<file path="config.mk">
export PLATFORM = sky130hd
export DESIGN_NAME = sipo_rx_flat
export DESIGN_NICKNAME = d
export VERILOG_FILES = /design/src/rtl/sipo_pkg.sv /design/src/rtl/sipo_rx_if.sv /design/src/rtl/sipo_bit_timer.sv /design/src/rtl/sipo_rx.sv /design/src/flat_wrapper.sv
export SDC_FILE = /design/constraint.sdc
export NUM_CORES = 1
export LEC_CHECK = 0
export BUFFER_PORTS_ARGS = -buffer_cell sky130_fd_sc_hd__buf_2
export CAP_MARGIN = 20
export CORE_MARGIN = 2
export CORE_UTILIZATION = 51
export CTS_CLUSTER_SIZE = 28
export DETAILED_ROUTE_END_ITERATION = 12
export PLACE_DENSITY = 0.76
export SYNTH_ARGS = -nofsm -noshare
export SYNTH_HDL_FRONTEND = slang
export SYNTH_SLANG_ARGS = --single-unit
</file>
<file path="constraint.sdc">
create_clock -name clk -period 1.6 [get_ports clk]
set_input_delay 0 -clock clk [delete_from_list [all_inputs] [get_ports clk]]
set_output_delay 0 -clock clk [all_outputs]
set_load 0.005 [all_outputs]
</file>
<file path="src/rtl/sipo_pkg.sv">
// Shared types and constants for the serial receiver slice.
// Pure declarations; no clocked logic, no latency or backpressure.
package sipo_pkg;

  localparam int FRAME_BITS = 8;

  typedef enum logic [2:0] {
    IDLE  = 3'd0,
    START = 3'd1,
    DATA  = 3'd2,
    STOP  = 3'd3,
    BREAK = 3'd4
  } state_t;

  // True when the bit index points at the last data bit of a frame.
  function automatic logic is_last_bit(input logic [2:0] idx);
    return idx == 3'(FRAME_BITS - 1);
  endfunction

endpackage

</file>
<file path="src/rtl/sipo_rx_if.sv">
// Serial line in, framed byte out with valid/frame_err strobes and busy status.
// Wires only; no latency; strobes have no backpressure, data holds until next good frame.
interface sipo_rx_if;
  import sipo_pkg::*;

  logic                  serial_in;
  logic [FRAME_BITS-1:0] data;
  logic                  valid;
  logic                  frame_err;
  logic                  busy;

  modport master (
    input  serial_in,
    output data,
    output valid,
    output frame_err,
    output busy
  );

  modport slave (
    output serial_in,
    input  data,
    input  valid,
    input  frame_err,
    input  busy
  );

endinterface

</file>
<file path="src/rtl/sipo_bit_timer.sv">
// N-bit bit-period timer with mid-bit and end-of-bit compare ticks.
// Ticks are combinational compares on the registered count; no backpressure.
module sipo_bit_timer #(
  parameter int N = 4
) (
  input  logic clk,
  input  logic rst_n,
  input  logic clear,
  input  logic enable,
  output logic half_tick,
  output logic full_tick
);

  localparam logic [N-1:0] HALF = N'((1 << (N - 1)) - 1);
  localparam logic [N-1:0] FULL = '1;

  logic [N-1:0] cnt;

  // Wraps naturally at 2^N so DATA can sample back-to-back bits without a clear.
  always_ff @(posedge clk or negedge rst_n) begin
    if (!rst_n) begin
      cnt <= '0;
    end else if (clear) begin
      cnt <= '0;
    end else if (enable) begin
      cnt <= cnt + N'(1);
    end
  end

  assign half_tick = (cnt == HALF);
  assign full_tick = (cnt == FULL);

endmodule

</file>
<file path="src/rtl/sipo_rx.sv">
// Serial frame receiver: 2-flop sync, mid-bit sampling, byte out; valid 1 clk after stop sample.
// No backpressure: valid/frame_err are single-cycle strobes, data holds the last good byte.
module sipo_rx
  import sipo_pkg::*;
#(
  parameter int N = 4
) (
  input  logic      clk,
  input  logic      rst_n,
  sipo_rx_if.master bus
);

  logic                  sync1;
  logic                  rx_s;
  state_t                state;
  state_t                state_nxt;
  logic [FRAME_BITS-1:0] shift;
  logic [2:0]            bit_idx;
  logic [FRAME_BITS-1:0] data_r;
  logic                  valid_r;
  logic                  ferr_r;

  logic timer_clr;
  logic half_tick;
  logic full_tick;
  logic shift_en;
  logic idx_clr;
  logic load;
  logic ferr_set;

  // Line idles high, so the synchronizer resets to 1 to avoid a false start edge.
  always_ff @(posedge clk or negedge rst_n) begin
    if (!rst_n) begin
      sync1 <= 1'b1;
      rx_s  <= 1'b1;
    end else begin
      sync1 <= bus.serial_in;
      rx_s  <= sync1;
    end
  end

  sipo_bit_timer #(.N(N)) u_timer (
    .clk       (clk),
    .rst_n     (rst_n),
    .clear     (timer_clr),
    .enable    (state != IDLE),
    .half_tick (half_tick),
    .full_tick (full_tick)
  );

  always_ff @(posedge clk or negedge rst_n) begin
    if (!rst_n) begin
      state <= IDLE;
    end else begin
      state <= state_nxt;
    end
  end

  always_comb begin
    state_nxt = state;
    shift_en  = 1'b0;
    idx_clr   = 1'b0;
    load      = 1'b0;
    ferr_set  = 1'b0;
    case (state)
      IDLE: begin
        if (!rx_s) begin
          state_nxt = START;
        end
      end
      START: begin
        if (half_tick) begin
          if (rx_s) begin
            state_nxt = IDLE;
          end else begin
            state_nxt = DATA;
            idx_clr   = 1'b1;
          end
        end
      end
      DATA: begin
        if (full_tick) begin
          shift_en = 1'b1;
          if (is_last_bit(bit_idx)) begin
            state_nxt = STOP;
          end
        end
      end
      STOP: begin
        if (full_tick) begin
          if (rx_s) begin
            load      = 1'b1;
            state_nxt = IDLE;
          end else begin
            ferr_set  = 1'b1;
            state_nxt = BREAK;
          end
        end
      end
      BREAK: begin
        // Held-low line parks here so it cannot be re-read as a stream of frames.
        if (rx_s) begin
          state_nxt = IDLE;
        end
      end
      default: begin
        state_nxt = IDLE;
      end
    endcase
    timer_clr = (state_nxt != state);
  end

  always_ff @(posedge clk or negedge rst_n) begin
    if (!rst_n) begin
      shift   <= '0;
      bit_idx <= '0;
    end else begin
      if (idx_clr) begin
        bit_idx <= '0;
      end else if (shift_en) begin
        bit_idx <= bit_idx + 3'd1;
      end
      if (shift_en) begin
        shift <= {shift[FRAME_BITS-2:0], rx_s};
      end
    end
  end

  always_ff @(posedge clk or negedge rst_n) begin
    if (!rst_n) begin
      data_r  <= '0;
      valid_r <= 1'b0;
      ferr_r  <= 1'b0;
    end else begin
      valid_r <= load;
      ferr_r  <= ferr_set;
      if (load) begin
        data_r <= shift;
      end
    end
  end

  assign bus.data      = data_r;
  assign bus.valid     = valid_r;
  assign bus.frame_err = ferr_r;
  assign bus.busy      = (state != IDLE);

endmodule

</file>
<file path="src/flat_wrapper.sv">
// flat-port wrapper written by rule: the top's interface ports become plain ports
module sipo_rx_flat import sipo_pkg::*;
#(
  parameter int N = 4
)
  (clk, rst_n, bus_serial_in, bus_data, bus_valid, bus_frame_err, bus_busy);
  sipo_rx_if bus_i ();
  input  logic clk;
  input  logic rst_n;
  input wire logic [$bits(bus_i.serial_in)-1:0] bus_serial_in;
  output wire logic [$bits(bus_i.data)-1:0] bus_data;
  output wire logic [$bits(bus_i.valid)-1:0] bus_valid;
  output wire logic [$bits(bus_i.frame_err)-1:0] bus_frame_err;
  output wire logic [$bits(bus_i.busy)-1:0] bus_busy;
  assign bus_i.serial_in = bus_serial_in;
  assign bus_data = bus_i.data;
  assign bus_valid = bus_i.valid;
  assign bus_frame_err = bus_i.frame_err;
  assign bus_busy = bus_i.busy;
  sipo_rx #(.N(N)) u_core (.clk(clk), .rst_n(rst_n), .bus(bus_i));
endmodule
</file>
==> results of run 1 <==
==> registers in the layout, summed over array words and instances (netlist names) <==
register	flops
u_core.shift	8
u_core.state	3
u_core.bus.valid	1
u_core.u_timer.cnt	4
u_core.sync1	1
u_core.rx_s	1
u_core.bit_idx	3
u_core.bus.data	8
u_core.bus.frame_err	1
==> critical path: cells and delay by family, from the launching register on <==
family,cells,cell delay (ns)
AOI/OAI and AO/OA,2,0.68
DFF,1,0.40
adders and majority gates,2,0.35
==> final cells by class <==
| class | count | area (um^2) |
|---|---|---|
| Tap cell | 30 | 37.54 |
| Inverter | 3 | 11.26 |
| Timing Repair Buffer | 21 | 130.1 |
| Clock buffer | 7 | 55.05 |
| Clock inverter | 1 | 5.005 |
| Sequential cell | 30 | 754.5 |
| Multi-Input combinational cell | 66 | 565.5 |
| Fill cell | 181 | 895.9 |
==> worst min path at each step <==
stage | slack, ns | to | from | cells after the start
after CTS | 0.25 | u_core.u_timer.cnt[2] | rst_n | 2
after floorplan | -0.30 | u_core.bit_idx[0] | rst_n | 0
final | 0.23 | u_core.u_timer.cnt[2] | rst_n | 2
after global routing | 0.30 | u_core.state[2] | rst_n | 2
after detailed placement | 0.07 | u_core.u_timer.cnt[2] | rst_n | 1
after global placement | 0.05 | u_core.u_timer.cnt[2] | rst_n | 1
==> per-stage QoR <==
stage	TNS [ns]	area (um^2)	setup slack (ns)	std cells	total power, uW
2_1_floorplan	0	1316	0.01277	103	1264
3_3_place_gp	0	1435	0.02379	148	1375
3_5_place_dp	-0.08190	1435	-0.04945	148	1396
4_1_cts	0	1535	0.01988	158	1904
5_1_grt	0	1559	0.005070	158	2023
6_report	0	1559	0.07865	158	1898
==> cells in the final DEF, fill, tap and decap left out, types with 2 or more instances in the layout <==
cell type / count
dfrtp_1: 27
mux2_2: 16
buf_2: 13
buf_4: 6
nand2_1: 5
nand3_1: 5
o21ai_0: 5
clkbuf_4: 5
a21oi_1: 4
inv_1: 3
nor3_1: 3
or3_1: 3
xor2_1: 2
a221oi_2: 2
a211oi_1: 2
ha_2: 2
dlygate4sd3_1: 2
dfstp_2: 2
==> logic make-up (layout without fill, tap and decap cells) <==
kind of cell	Yosys count	after routing	synth area share (%)
compound gates	18	18	9.126
mux	16	16	13.69
buf+inv	7	32	3.042
flops	30	30	57.22
simple gates	26	26	12.07
xor+xnor	3	3	1.997
fa+ha+maj	3	3	2.852
==> per-layer routing <==
metal  routed length (um)  GRT usage (%)  share of wire (%)  vias to the layer above
met1                 1095          26.52                 47                      426
met2                 1073          27.18                 46                       22
li1                     -              -                  -                      425
met5                    0              0                  0                        -
met3                  115          8.197                5.0                        4
met4                   25          8.333                1.1                        0
==> power by group <==
part,internal (uW),switching (uW)
Combinational,250,223
Clock,213,246
Sequential,842,125
Total,1300,594
==> synth_stat cells, drive strengths merged <==
| cell type | n | area share [%] |
|---|---|---|
| a211oi | 2 | 1.1 |
| a21oi | 4 | 1.5 |
| a221oi | 2 | 1.3 |
| a311o | 1 | 0.76 |
| a31o | 1 | 0.67 |
| and3 | 1 | 0.48 |
| and4 | 2 | 1.5 |
| buf | 4 | 2.2 |
| dfrtp | 28 | 53 |
| dfstp | 2 | 4.0 |
| ha | 3 | 2.9 |
| inv | 3 | 0.86 |
| mux2 | 16 | 14 |
| nand2 | 6 | 1.9 |
| nand3 | 6 | 2.7 |
| nor2 | 1 | 0.28 |
| nor2b | 1 | 0.48 |
| nor3 | 4 | 1.5 |
| nor3b | 1 | 0.95 |
| o211ai | 1 | 0.57 |
| o21ai | 5 | 1.9 |
| o2bb2ai | 1 | 0.67 |
| o31ai | 1 | 0.57 |
| or3 | 3 | 1.4 |
| or3b | 1 | 0.86 |
| xnor2 | 1 | 0.67 |
| xor2 | 2 | 1.3 |
==> timing repair <==
item / in CTS / in global routing
pin swaps: 3 / 1
endpoints found under the hold margin: 29 / 0
resized for setup: 4 / 5
setup endpoints to repair: 3 / 13
hold buffers: 2 / 0
==> impl_metrics.py, run 1 <==
metrics = {
    "run": {
        "cap_viol_max_count": 0,
    },
    "setup_path": {
        "end_kind": "register",
        "startpoint": "u_core.bit_idx[0]",
        "crit_path_max_fanout": 4,
        "reg2regPathDepth": 4,
        "regToRegEndpoint": "u_core.u_timer.cnt[1]",
        "cp.required_ns": 1.84,
        "start_kind": "register",
        "r2r_slack_ns": 0.08,
        "crit-reg2reg-launch": "u_core.bit_idx[0]",
        "crit_arrival_ns": 1.76,
        "endpoint": "u_core.u_timer.cnt[1]",
        "critPathMaxStageDelay_ns": 0.42,
        "crit_chain": "ha_2 -> ha_4 -> a311o_1 -> a221oi_2",
        "worst-setup-path-type": "register to register",
        "crit_slowest_cell": "a311o_1",
    },
    "routing": {
        "wl_um": 2309,
        "route.detailed.drc": 0,
        "firstDrtPassIters": 4,
        "drt-vias-per-instance": 5.551,
        "routed-via-count": 877,
        "wl_per_cell_um": 14.61,
        "ant_nets": 0,
        "drtIter0Drc": 13,
    },
    "grt": {
        "grt_overflow_total": 0,
        "grt_max_degree": 31,
        "grt_pass1_wl_um": 3891,
        "antenna_found_initial": 0,
        "grt_pass1_vias": 840,
        "grt_util_all_layers_pct": 19.52,
    },
    "clock_tree": {
        "cts_tree": "done",
        "cts_buffer_depth": 2,
        "insertion_delay_ns": 0.32,
        "cts_setup_buffers": 0,
        "clock_sinks": 30,
        "clk_pin_slew_ns": 0.09,
        "h-tree-depth": 2,
        "cts_root_buffer": "clkbuf_4",
        "numCtsBuffers": 5,
    },
    "timing": {
        "tightest_slew_ns": 0.6529,
        "rsz0062_at_grt": "false",
        "setup_viol": 0,
        "holdWs_ns": 0.2307,
        "period_needed_ns": 1.521,
        "slew_headroom_pct": 56.47,
        "slew_violations": 0,
        "timing.fmax_mhz": 657.3,
        "finalHoldViolations": 0,
        "period_share_pct": 95.08,
        "fin_skew_ns": 0.006669,
    },
    "cells_and_area": {
        "area_delta_synth_final_pct": 18.44,
        "drive_gt1_share_pct": 44.53,
        "post-route-util_pct": 63.51,
        "diodes": 0,
        "num-nets-final": 133,
    },
    "floorplan": {
        "initial_utilization_pct": 53.62,
        "core_area_mm2": 0.002455,
        "die_x_um": 54.80,
        "die-area_mm2": 0.003003,
        "rows": 18,
        "io_pins": 14,
        "dieHeight_um": 54.80,
    },
    "worst_hold_path": {
        "hold_class": "input pin to asynchronous set/reset pin",
    },
    "place": {
        "place_congestion": 0.9259,
        "hpwl_um": 1609,
        "io_buffers": 13,
    },
    "yosys": {
        "syn_nets": 109,
        "seq_area_frac_synth_pct": 57.22,
        "synth_cell_types": 32,
        "ys_ff_latch": 30,
        "ys_warn_count": 0,
        "synthCells": 103,
        "synth_area_per_cell_um2": 12.78,
        "syn_area_mm2": 0.001316,
    },
    "status": {
        "status": "complete, no violations",
    },
    "power_and_ir_drop": {
        "leakagePower_uw": 0.0007515,
        "ir_worst_vdd_v": 0.0009115,
        "power_density_mw_per_mm2": 1218,
    },
}
No activity file was read; power rests on OpenSTA's default activity.
==> run 2: changes to the inputs <==
--- a/config.mk
+++ b/config.mk
@@ -8,10 +8,10 @@
 export BUFFER_PORTS_ARGS = -buffer_cell sky130_fd_sc_hd__buf_2
 export CAP_MARGIN = 20
 export CORE_MARGIN = 2
-export CORE_UTILIZATION = 51
+export CORE_UTILIZATION = 45
 export CTS_CLUSTER_SIZE = 28
 export DETAILED_ROUTE_END_ITERATION = 12
-export PLACE_DENSITY = 0.76
+export PLACE_DENSITY = 0.63
 export SYNTH_ARGS = -nofsm -noshare
 export SYNTH_HDL_FRONTEND = slang
 export SYNTH_SLANG_ARGS = --single-unit
==> run 2 against run 1 <==
Compared with the run above: sequential cell count did not move; largest cell class unchanged; routed wire length rose by 15%; clock-buffer cell count did not move; register-to-register slack got worse by 0.14 ns; non-clock buffer count rose by 7; combinational power rose by 34%; critical path depth did not move; the flow now finishes with violations (setup timing); utilization fell by 2.6 points; worst setup slack got worse by 0.14 ns; sequential power fell by 1%; worst hold slack improved by 0.0099 ns; maximum frequency fell by 8.5%.
==> impl_metrics.py, run 2 (same netlist as run 1, synthesis figures left out) <==
metrics = {
    "setup_path": {
        "critPathMaxStageDelay_ns": 0.44,
        "end_kind": "register",
        "start_kind": "register",
        "cp.required_ns": 1.82,
        "crit_path_max_fanout": 4,
        "crit_chain": "ha_4 -> and4_4 -> a311o_1 -> a221oi_2",
        "crit_slowest_cell": "a311o_1",
        "worst-setup-path-type": "register to register",
        "crit_arrival_ns": 1.88,
    },
    "power_and_ir_drop": {
        "internal_power_uw": 1374,
        "finalPower_uw": 2049,
        "power_density_mw_per_mm2": 1220,
        "power.switching_uw": 675.1,
        "power.share.clock_pct": 22.5,
        "seq_power_share_pct": 46.6,
        "ir_worst_vdd_v": 0.0009675,
        "leakagePower_uw": 0.0008345,
        "p_sw_share_pct": 32.95,
        "pwr-share-comb_pct": 30.8,
    },
    "routing": {
        "routed-via-count": 938,
        "ant_nets": 0,
        "firstDrtPassIters": 4,
        "route.detailed.drc": 0,
        "drtIter0Drc": 18,
        "wl_um": 2655,
        "drt-vias-per-instance": 5.651,
        "wl_per_cell_um": 15.99,
    },
    "cells_and_area": {
        "fill_cells": 241,
        "post-route-util_pct": 60.93,
        "seqCellArea_um2": 753.2,
        "finish.instance_area_mm2": 0.001680,
        "layout_common_cells": "dfrtp_1 (28), buf_2 (13), buf_4 (11)",
        "area_delta_synth_final_pct": 27.66,
        "final_common_cell": "dfrtp_1",
        "multi_input_area_um2": 626.9,
        "diodes": 0,
        "num-nets-final": 140,
        "drive_gt1_share_pct": 48.89,
    },
    "floorplan": {
        "rows": 19,
        "io_pins": 14,
        "die_x_um": 58.09,
        "dieHeight_um": 58.09,
        "die-area_mm2": 0.003374,
        "initial_utilization_pct": 47.73,
        "core_area_mm2": 0.002758,
    },
    "grt": {
        "met2_usage_pct": 25.00,
        "grt_pass1_vias": 907,
        "grt_pass1_wl_um": 4305,
        "antenna_found_initial": 0,
        "use_met1_pct": 23.32,
        "met3_usage_pct": 4.241,
        "grt_max_degree": 31,
        "top_usage_layer": "met2",
        "grt_util_all_layers_pct": 17.31,
        "grt_overflow_total": 0,
    },
    "timing": {
        "final.setup.tns_ns": -0.06199,
        "period_needed_ns": 1.662,
        "finalHoldViolations": 0,
        "worst_slack_ns": -0.06199,
        "period_share_pct": 103.9,
        "timing.fmax_mhz": 601.7,
        "rsz0062_at_grt": "true",
        "slew_violations": 0,
        "setup_viol": 1,
        "holdWs_ns": 0.2406,
        "slew_headroom_pct": 55.16,
        "fin_skew_ns": 0.005833,
        "tightest_slew_ns": 0.6726,
    },
    "clock_tree": {
        "cts_buffer_depth": 2,
        "cts_tree": "done",
        "clock_sinks": 30,
        "h-tree-depth": 2,
        "clk_pin_slew_ns": 0.09,
        "insertion_delay_ns": 0.32,
        "cts_root_buffer": "clkbuf_4",
        "numCtsBuffers": 5,
    },
    "place": {
        "hpwl_um": 1683,
        "dpl_cell_area_mm2": 0.001466,
        "place_congestion": 0.9034,
        "io_buffers": 13,
    },
    "run": {
        "cap_viol_max_count": 0,
    },
    "worst_hold_path": {
        "hold_class": "input pin to asynchronous set/reset pin",
    },
    "status": {
        "status": "complete, but fails checks",
        "violations": "setup timing",
    },
}
[run 2: cell count changes in the layout (fill, tap and decap cells not counted), sizes merged]
| cell | previous run | this run |
|---|---|---|
| buf | 19 | 26 |
[run 2: final cells by class]
class                           instances  share of cell area (%)
Inverter                                3                  0.6701
Multi-Input combinational cell         66                   37.30
Sequential cell                        30                   44.83
Clock inverter                          1                  0.2978
Tap cell                               31                   2.308
Clock buffer                            7                   3.276
Timing Repair Buffer                   28                   11.32
[run 2: power by group through the flow]
stage                     Sequential (uW)  Clock (uW)  Combinational, uW
after global placement                947           0                454
after CTS                             940         487                504
after detailed placement              954           0                470
final                                 955         462                632
after floorplan                       912           0                352
after global routing                  966         519                702
[run 2: final timing paths]
| kind | startpoint | to | slack (ns) | cells after the start |
|---|---|---|---|---|
| worst max-delay path | u_core.u_timer.cnt[1] | u_core.u_timer.cnt[1] | -0.06 | 4 |
| worst min-delay path | rst_n | u_core.u_timer.cnt[2] | 0.24 | 2 |
| worst max register to register | u_core.u_timer.cnt[1] | u_core.u_timer.cnt[1] | -0.06 | 4 |
| worst min register to register | u_core.sync1 | u_core.rx_s | 0.36 | 0 |
| max in group asynchronous | rst_n | u_core.bus.data[3] | 0.92 | 2 |
| min in group clk | bus_serial_in | u_core.sync1 | 0.33 | 2 |
[run 2: stage by stage]
stage / setup WS, ns / cells
finish: -0.06199 / 166
detailed placement: -0.06706 / 153
CTS: -0.03034 / 163
floorplan: 0.01277 / 103
global route: -0.09270 / 166
global placement: 0.02115 / 153
[run 2: timing repair]
item,in CTS,in global routing
setup endpoints to repair,3,16
hold endpoints to repair,29,0
hold buffers,2,0
pin swaps,2,4
buffers inserted,0,3
resized for setup,3,22
[run 2: critical path, delay by kind of cell, from the launching register on]
kind | cells | cell delay [ns]
AO/OA/AOI/OAI | 2 | 0.76
flip-flops | 1 | 0.43
adder cells (fa/ha/maj) | 1 | 0.19
AND/OR/NAND/NOR | 1 | 0.18
[run 2: per-layer routing]
layer  share of wire [%]  vias to the layer above
li1                    -                      442
met1                  46                      467
met2                  48                       21
met3                 3.8                        8
met4                 2.4                        0
met5                   0                        -
==> run 3: changes to the inputs <==
--- a/config.mk
+++ b/config.mk
@@ -7,8 +7,9 @@
 export LEC_CHECK = 0
 export BUFFER_PORTS_ARGS = -buffer_cell sky130_fd_sc_hd__buf_2
 export CAP_MARGIN = 20
-export CORE_MARGIN = 2
+export CORE_ASPECT_RATIO = 1.1
 export CORE_UTILIZATION = 45
+export CTS_CLUSTER_DIAMETER = 60
 export CTS_CLUSTER_SIZE = 28
 export DETAILED_ROUTE_END_ITERATION = 12
 export PLACE_DENSITY = 0.63
==> run 3 against run 2 <==
Compared with the run above: the flow still finishes with violations (setup timing); critical endpoint is now u_core.u_timer.cnt[3]; sequential share of layout area up 2.7 points; highest routed layer unchanged; critical path depth unchanged; via count shrank 2.8%; die area fell by 6.8%; first-iteration DRC count grew 56%; final cell count unchanged; global-route usage is 2.1 points higher; worst setup slack better by 0.031 ns; largest power group unchanged; maximum frequency increased by 1.9%.
==> impl_metrics.py, run 3 (same netlist as run 1, synthesis figures left out) <==
metrics = {
    "clock_tree": {
        "numCtsBuffers": 5,
        "h-tree-depth": 2,
        "cts_root_buffer": "clkbuf_4",
        "clk_pin_slew_ns": 0.10,
        "insertion_delay_ns": 0.32,
        "cts_buffer_depth": 2,
        "cts_tree": "done",
        "clock_sinks": 30,
    },
    "grt": {
        "grt_overflow_total": 0,
        "grt_max_degree": 31,
        "grt_pass1_wl_um": 4243,
        "grt_pass1_vias": 879,
        "antenna_found_initial": 0,
        "grt_util_all_layers_pct": 19.42,
    },
    "run": {
        "cap_viol_max_count": 0,
    },
    "power_and_ir_drop": {
        "leakagePower_uw": 0.0007707,
        "finalPower_uw": 2003,
        "power_density_mw_per_mm2": 1261,
        "ir_worst_vdd_v": 0.0007773,
    },
    "status": {
        "status": "complete, but fails checks",
        "violations": "setup timing",
    },
    "floorplan": {
        "initial_utilization_pct": 47.39,
        "dieHeight_um": 58.73,
        "die_x_um": 53.57,
        "die-area_mm2": 0.003146,
        "rows": 20,
        "io_pins": 14,
        "core_area_mm2": 0.002778,
    },
    "cells_and_area": {
        "diodes": 0,
        "drive_gt1_share_pct": 48.12,
        "final_common_cell": "dfrtp_1",
        "fill_cells": 230,
        "post-route-util_pct": 57.16,
        "area_delta_synth_final_pct": 20.63,
        "num-nets-final": 138,
        "layout_common_cells": "dfrtp_1 (27), mux2_2 (16), buf_2 (13)",
    },
    "timing": {
        "setup_viol": 2,
        "period_needed_ns": 1.631,
        "fin_skew_ns": 0.004843,
        "timing.fmax_mhz": 613.1,
        "period_share_pct": 101.9,
        "finalHoldViolations": 0,
        "worst_slack_ns": -0.03108,
        "rsz0062_at_grt": "true",
        "tightest_slew_ns": 0.6534,
        "slew_headroom_pct": 56.44,
        "slew_violations": 0,
    },
    "routing": {
        "ant_nets": 0,
        "drt-vias-per-instance": 5.494,
        "drtIter0Drc": 28,
        "routed-via-count": 912,
        "wl_per_cell_um": 15.10,
        "firstDrtPassIters": 4,
        "wl_um": 2507,
        "route.detailed.drc": 0,
    },
    "setup_path": {
        "start_kind": "register",
        "cp.required_ns": 1.84,
        "crit_arrival_ns": 1.87,
        "crit_path_max_fanout": 4,
        "end_kind": "register",
        "worst-setup-path-type": "register to register",
    },
    "place": {
        "place_congestion": 0.8728,
        "hpwl_um": 1710,
        "io_buffers": 13,
    },
    "worst_hold_path": {
        "hold_class": "input pin to asynchronous set/reset pin",
    },
}
## run 3: critical path, cell delays in order, from the launching register on
cell      delay, ns
dfrtp_1        0.40
ha_2           0.22
and4_4         0.20
a311o_2        0.45
a221oi_2       0.27
## run 3: layer usage
metal	up-vias	global-route usage (%)	share of wire [%]
li1	434	-	-
met2	21	30.71	51
met5	-	0	0
met1	453	23.65	45
met3	4	6.202	3.0
met4	0	9.398	1.2
## run 3: through the flow
stage	TNS, ns	hold slack [ns]	instances	instance area, um^2	setup slack [ns]
after floorplan	0	-0.2956	103	1316	0.01277
after global placement	0	0.05561	153	1454	0.01590
after detailed placement	-0.07583	0.07272	153	1454	-0.03994
after CTS	0	0.2508	163	1550	0.008828
after global routing	-0.4011	0.2934	166	1588	-0.07381
final	-0.04899	0.2321	166	1588	-0.03108
## run 3: power breakdown
group	switching, uW	internal, uW	leakage [uW]
logic	287	328	0.000346
clock network	273	172	0.0000245
registers	101	842	0.000400
total	661	1340	0.000771
## run 3: final timing paths
| path | slack [ns] | endpoint | startpoint | cells past startpoint |
|---|---|---|---|---|
| worst max-delay path | -0.03 | u_core.u_timer.cnt[3] | u_core.u_timer.cnt[0] | 4 |
| worst min-delay path | 0.23 | u_core.u_timer.cnt[3] | rst_n | 2 |
| worst max register to register | -0.03 | u_core.u_timer.cnt[3] | u_core.u_timer.cnt[0] | 4 |
| worst min register to register | 0.36 | u_core.rx_s | u_core.sync1 | 0 |
| max in group asynchronous | 0.90 | u_core.state[1] | rst_n | 2 |
| min in group clk | 0.33 | u_core.sync1 | bus_serial_in | 2 |
## run 3: final cells by class
| cell class | count | area [um^2] | share of cell area (%) |
|---|---|---|---|
| Multi-Input combinational cell | 66 | 556.8 | 35.07 |
| Sequential cell | 30 | 754.5 | 47.52 |
| Tap cell | 33 | 41.29 | 2.600 |
| Timing Repair Buffer | 26 | 167.7 | 10.56 |
| Clock buffer | 6 | 41.29 | 2.600 |
| Clock inverter | 2 | 15.01 | 0.9456 |
| Inverter | 3 | 11.26 | 0.7092 |
## run 3: repair_timing
action,CTS,global route
setup buffers,0,3
endpoints found under the setup margin,3,14
hold buffers,2,0
endpoints found under the hold margin,29,0
pin swaps,3,3
resized for setup,4,5
